### src/rtl/seq_det_pkg.sv
// rtl/seq_det_pkg.sv - shared types and helpers for the serial pattern detector
//
// Purpose: detector state encoding, minimum legal pattern length,
//          a length-legality check and a low-bit mask builder.
// Ports:   none (package).

package seq_det_pkg;

  typedef enum logic [1:0] {
    UNCFG = 2'd0,
    HUNT  = 2'd1,
    HIT   = 2'd2
  } det_state_e;

  localparam int unsigned MIN_LEN = 2;

  // Width of the mask returned by len_mask; covers the largest legal MAX_LEN.
  localparam int unsigned MASK_W = 32;

  function automatic logic len_is_legal(input int unsigned len,
                                        input int unsigned max_len);
    return (len >= MIN_LEN) && (len <= max_len);
  endfunction

  // Mask with the low 'len' bits set.
  function automatic logic [MASK_W-1:0] len_mask(input int unsigned len);
    logic [MASK_W-1:0] m;
    m = '0;
    for (int unsigned i = 0; i < MASK_W; i++) begin
      if (i < len) m[i] = 1'b1;
    end
    return m;
  endfunction

endpackage

### src/rtl/seq_pattern_detector_pattern_window.sv
// rtl/seq_pattern_detector_pattern_window.sv - history shift register, fill counter and masked compare
//
// Purpose: tracks the most recent serial bits and how many valid bits are held,
//          and flags when the bit being sampled completes the pattern.
// Ports:
//   clk, rst      clock, asynchronous active-high reset
//   clear         drop history and fill (configuration reload)
//   shift_en      sample x on this edge
//   x             serial data bit
//   overlap       1 = keep fill after a hit, 0 = restart fill after a hit
//   pat, len      latched pattern and its length
//   hit_next      this edge's sample completes a match

module pattern_window
  import seq_det_pkg::*;
#(
  parameter int unsigned MAX_LEN = 8,
  parameter int unsigned LEN_W   = 4
) (
  input  logic               clk,
  input  logic               rst,
  input  logic               clear,
  input  logic               shift_en,
  input  logic               x,
  input  logic               overlap,
  input  logic [MAX_LEN-1:0] pat,
  input  logic [LEN_W-1:0]   len,
  output logic               hit_next
);

  logic [MAX_LEN-1:0] hist_q, hist_d;
  logic [LEN_W-1:0]   fill_q, fill_d;

  logic [MAX_LEN-1:0] hist_shift;
  logic [LEN_W-1:0]   fill_inc;
  logic [MASK_W-1:0]  mask_full;
  logic [MASK_W-1:0]  diff_full;
  logic               pattern_eq;

  always_comb begin
    hist_shift = {hist_q[MAX_LEN-2:0], x};
    fill_inc   = (fill_q >= len) ? len : fill_q + LEN_W'(1);

    // Compare at full mask width so every mask bit participates; bits above
    // MAX_LEN are zero on both sides of the XOR.
    mask_full  = len_mask(32'(len));
    diff_full  = MASK_W'(hist_shift ^ pat);
    pattern_eq = ((diff_full & mask_full) == '0);

    hit_next   = shift_en && (fill_inc == len) && pattern_eq;

    hist_d = hist_q;
    fill_d = fill_q;
    if (clear) begin
      hist_d = '0;
      fill_d = '0;
    end else if (shift_en) begin
      hist_d = hist_shift;
      // Non-overlapping mode needs len fresh bits before the next match.
      fill_d = (hit_next && !overlap) ? '0 : fill_inc;
    end
  end

  always_ff @(posedge clk or posedge rst) begin
    if (rst) begin
      hist_q <= '0;
      fill_q <= '0;
    end else begin
      hist_q <= hist_d;
      fill_q <= fill_d;
    end
  end

endmodule

### src/rtl/seq_pattern_detector.sv
// rtl/seq_pattern_detector.sv - programmable serial bit-pattern detector
//
// Purpose: detects a run-time programmed serial pattern, pulses match for one
//          cycle per detection and keeps a saturating match count.
// Ports:
//   clk, rst      clock, asynchronous active-high reset
//   cfg_load      strobe latching cfg_pattern / cfg_len / cfg_overlap
//   cfg_pattern   pattern, bit cfg_len-1 arrives first
//   cfg_len       pattern length (MIN_LEN..MAX_LEN legal)
//   cfg_overlap   1 = overlapping matches allowed
//   en            sample x on this edge
//   x             serial data bit
//   count_clr     synchronous clear of match_count
//   match         one-cycle registered match pulse
//   match_count   saturating match count
//   armed         a legal configuration is loaded
//   cfg_err       last cfg_load had an illegal length

module seq_pattern_detector
  import seq_det_pkg::*;
#(
  parameter int unsigned MAX_LEN = 8,
  parameter int unsigned LEN_W   = 4,
  parameter int unsigned CNT_W   = 8
) (
  input  logic               clk,
  input  logic               rst,
  input  logic               cfg_load,
  input  logic [MAX_LEN-1:0] cfg_pattern,
  input  logic [LEN_W-1:0]   cfg_len,
  input  logic               cfg_overlap,
  input  logic               en,
  input  logic               x,
  input  logic               count_clr,
  output logic               match,
  output logic [CNT_W-1:0]   match_count,
  output logic               armed,
  output logic               cfg_err
);

  det_state_e         state_q, state_d;
  logic [MAX_LEN-1:0] pat_q, pat_d;
  logic [LEN_W-1:0]   len_q, len_d;
  logic               ovl_q, ovl_d;
  logic               cfg_err_q, cfg_err_d;
  logic [CNT_W-1:0]   count_q, count_d;

  logic               cfg_legal;
  logic               shift_en;
  logic               hit_next;
  logic [CNT_W-1:0]   count_base;

  // A config load wins over sampling; the x bit on that edge is dropped.
  assign cfg_legal = len_is_legal(32'(cfg_len), MAX_LEN);
  assign shift_en  = en && !cfg_load && (state_q != UNCFG);

  pattern_window #(
    .MAX_LEN (MAX_LEN),
    .LEN_W   (LEN_W)
  ) u_window (
    .clk      (clk),
    .rst      (rst),
    .clear    (cfg_load),
    .shift_en (shift_en),
    .x        (x),
    .overlap  (ovl_q),
    .pat      (pat_q),
    .len      (len_q),
    .hit_next (hit_next)
  );

  always_comb begin
    state_d   = state_q;
    pat_d     = pat_q;
    len_d     = len_q;
    ovl_d     = ovl_q;
    cfg_err_d = cfg_err_q;

    if (cfg_load) begin
      if (cfg_legal) begin
        pat_d     = cfg_pattern;
        len_d     = cfg_len;
        ovl_d     = cfg_overlap;
        cfg_err_d = 1'b0;
        state_d   = HUNT;
      end else begin
        pat_d     = '0;
        len_d     = '0;
        ovl_d     = 1'b0;
        cfg_err_d = 1'b1;
        state_d   = UNCFG;
      end
    end else begin
      unique case (state_q)
        UNCFG:     state_d = UNCFG;
        // hit_next is already gated by en, so en=0 falls back to HUNT.
        HUNT, HIT: state_d = hit_next ? HIT : HUNT;
        default:   state_d = UNCFG;
      endcase
    end

    // Clear first, then count the match on top of it.
    count_base = count_clr ? '0 : count_q;
    count_d    = (hit_next && (count_base != '1)) ? count_base + CNT_W'(1) : count_base;
  end

  always_ff @(posedge clk or posedge rst) begin
    if (rst) begin
      state_q   <= UNCFG;
      pat_q     <= '0;
      len_q     <= '0;
      ovl_q     <= 1'b0;
      cfg_err_q <= 1'b0;
      count_q   <= '0;
    end else begin
      state_q   <= state_d;
      pat_q     <= pat_d;
      len_q     <= len_d;
      ovl_q     <= ovl_d;
      cfg_err_q <= cfg_err_d;
      count_q   <= count_d;
    end
  end

  assign match       = (state_q == HIT);
  assign armed       = (state_q != UNCFG);
  assign match_count = count_q;
  assign cfg_err     = cfg_err_q;

endmodule

### config.mk
export PLATFORM = sky130hd
export DESIGN_NAME = seq_pattern_detector
export DESIGN_NICKNAME = d
export VERILOG_FILES = /design/src/rtl/seq_det_pkg.sv /design/src/rtl/seq_pattern_detector_pattern_window.sv /design/src/rtl/seq_pattern_detector.sv
export SDC_FILE = /design/constraint.sdc
export NUM_CORES = 1
export LEC_CHECK = 0
export CAP_MARGIN = 20
export CORE_MARGIN = 1.5
export CORE_UTILIZATION = 35
export CTS_BUF_LIST = sky130_fd_sc_hd__clkbuf_4 sky130_fd_sc_hd__clkbuf_8 sky130_fd_sc_hd__clkbuf_16
export CTS_CLUSTER_SIZE = 24
export DETAILED_ROUTE_END_ITERATION = 8
export MAX_ROUTING_LAYER = met4
export PLACE_DENSITY = 0.54
export SYNTH_ARGS = -nofsm -noshare
export SYNTH_HDL_FRONTEND = slang
export SYNTH_HIERARCHICAL = 1
export SYNTH_SLANG_ARGS = --single-unit
### constraint.sdc
create_clock -name clk -period 2.8 [get_ports clk]
set_input_delay 0.84 -clock clk [delete_from_list [all_inputs] [get_ports clk]]
set_output_delay 0.84 -clock clk [all_outputs]
set_load 0.03 [all_outputs]
==> results.cfg <==
[status]
outcome = finished, final reports clean

[detailed_routing]
routed_via_count = 1540
detail_route.drc_violations = 0
wire_per_inst_um = 15.09
routed_via_density = 5.292
drt_iter0_drc = 83
drt-pass1-iter-count = 4
ant_nets = 0
wirelength_um = 4392

[global_route]
first_global_vias = 1576
use_met1 = 0.2192
globalRouteMet2Util = 0.2535
grt_pass1_wl_um = 7700
initial_antenna_violation_count = 0
global_route.peak_usage_layer = met2
met3_use_gr = 0.03333
groute.usage.overall = 0.1682
grt_overflow = 0
pin_count_of_the_biggest_net_entering_global_routing = 25

[sta]
fin_worst_skew_ns = 0.007587
final_period_utilization = 0.9345
fmax_mhz = 382.2
rsz0062_at_grt = false
tns_ns = 0
max-slew-margin-rel = 0.7039
report.final.hold_viol_count = 0
worst_pin_slew_ns = 0.4437
slew_violations = 0
hold-worst-slack_ns = 0.5076
finalSetupViolations = 0
final_period_minus_worst_setup_slack_ns = 2.617

[yosys]
postSynthCellCount = 180
post_syn_area_mm2 = 0.001931
synth.area.top_cells = dfrtp_1 45%, mux2i_1 5.2%, ha_1 4.5%
synth_enable_flop_cells = 0
muxShareOfSynthArea = 0.05768
synth.top_cell.area_share = 0.4537
synth_top_family_by_area = compound AO/OA/AOI/OAI gates
synth.avg_cell_area_um2 = 10.73
yosysSeqAreaShare = 0.4537
synth_largest_area_cell = dfrtp_1
ys_warn_count = 6
synth_compound_area_frac = 0.2262
synth_cell_type_count = 47
synth_most_common_cell = dfrtp_1
yosys.area_share.simple = 0.1218
post_synth_fa_ha_maj_area_fraction = 0.04537
yosys-top-cells-count = 35 x dfrtp_1, 12 x inv_1, 11 x a21oi_1, 11 x nor2_1, 10 x mux2i_1
synth-async-reset-ratio = 1.000
ys.flop_type = dfrtp_1
mappedNetlistNets = 206
synthXorXnorAreaFrac = 0.04990
number_of_synthesized_register_bits = 35

[floorplan]
die_h_um = 77.27
start_util = 0.3709
core_mm2 = 0.005205
placement_rows = 26
die-area_mm2 = 0.005971
boundaryPins = 30
die_w_um = 77.27

[critical_path]
critical_path.cell_chain = clkdlybuf4s50_1 > clkinv_1 > and3_1 > o221ai_1 > a21oi_1 > o2111ai_2 > inv_1 > and4_1 > a41oi_1 > a211oi_1
worstReg2RegEnd = match_count[4]
critPathRequiredTime_ns = 2.99
crit_slowest_cell = clkdlybuf4s50_1
setup.reg_to_reg.worst_slack_ns = 0.31
timing.rr.start = u_window/fill_q[0]
endpoint_arrival_time_on_the_critical_path_ns = 2.80
worst_setup_path_startpoint = cfg_load
timing.critical_path.fanout_max = 8
critical_path.max_stage_delay_ns = 0.42
timing.critical_path.to_type = register
critPathKind = in -> reg
critical_path.endpoint = match_count[6]
critPathLaunchType = input port
worst_r2r_path_depth = 10

[final_layout]
layoutNonFillerInstCount = 291
final_cell_area_mm2 = 0.002460
filler_cell_count = 458
diodes = 0
drive_above_1_share = 0.1538
utilization = 0.4726
final_net_count = 247
area.growth.synth_to_final_pct = 27.41

[power_and_ir_drop]
power_leakage_uw = 0.001055
max_vdd_drop_v = 0.0001688
power-per-cell-area_mw_per_mm2 = 451.7

[run]
timing.max_cap.violations = 0

[clock_tree]
post-cts-setup-buffer-count = 0
cts-htree-levels = 2
cts_tree = yes
cts_root_buf = clkbuf_8
cts-buffers-inserted = 5
ctsHoldBuffers = 0
cts.sinks = 35
cts.path.max_buffers = 2
clock_insertion_delay_worst_skew_ns = 0.28
clkSlewWorstSetupHoldPaths_ns = 0.07
post_cts_resized = 0

[placed_design]
finalWeightedCongestion = 0.8517
dp.final_hpwl_um = 3370
place_area_mm2 = 0.002372
dpl.cell_count = 284
io_buffers = 29

[hold_path]
hold_path.class = reg -> reg
## cell type report
class	instances	area, um2	area share
inverter	13	48.80	0.01984
multi-input combinational	125	967.2	0.3932
sequential	35	875.8	0.3561
tap	70	87.58	0.03561
clock buffer	6	82.58	0.03357
clock inverter	1	5.005	0.002035
timing repair buffer	41	392.9	0.1597
## kinds of logic after synthesis
| kind of cell | after synthesis |
|---|---|
| simple gates | 41 |
| buf+inv | 20 |
| xor+xnor | 11 |
| compound gates | 55 |
| flops | 35 |
| mux | 11 |
| fa+ha+maj | 7 |
## per-stage QoR
step	total power [uW]	setup WS, ns
floorplan	678.1	0.07231
finish	1111	0.1834
detailed placement	759.4	-0.09796
global placement	756.8	0.03692
global route	1179	0.02779
CTS	1127	0.1908
## worst max-delay path: cells and delay by family
family          cells  cell delay, ns
compound gates      5            0.85
simple gates        2            0.51
buf+inv             3            0.60
## report_power, final
group	internal [uW]	switching, uW	total [uW]
sequential	527	20.5	547
combinational	100	101	201
clock	193	170	363
## worst min path at each step
stage / startpoint / endpoint / slack, ns / depth (start not counted)
2_1_floorplan: len_q[2] / len_q[2] / 0.48 / 1
3_3_place_gp: cfg_err / cfg_err / 0.48 / 2
3_5_place_dp: cfg_err / cfg_err / 0.51 / 2
4_1_cts: cfg_err / cfg_err / 0.52 / 2
5_1_grt: cfg_err / cfg_err / 0.54 / 2
6_report: cfg_err / cfg_err / 0.51 / 2
## cells in the final DEF (no fill, tap or decap), drive strengths merged, types with 2 or more instances in the layout
master,n
a211oi,5
a21oi,12
a22o,13
a31oi,5
and3,5
and4,2
buf,12
clkbuf,6
clkdlybuf4s50,29
clkinv,2
dfrtp,35
ha,7
inv,12
mux2i,10
nand2,4
nand2b,6
nand3,5
nor2,11
nor3b,2
o2111ai,3
o211ai,4
o21ai,2
o22ai,2
xnor2,8
xor2,3
## sequential cells by signal (all words and copies together), names as in the netlist
name	cells
state_q	2
ovl_q	1
pat_q	8
cfg_err	1
len_q	4
u_window/hist_q	7
u_window/fill_q	4
match_count	8
## per-layer routing
metal,part of all wire,routed length (um)
met1,0.48,2093
met2,0.48,2096
met3,0.031,135
met4,0.015,66
met5,0,0
No activity file was read; power rests on OpenSTA's default activity.
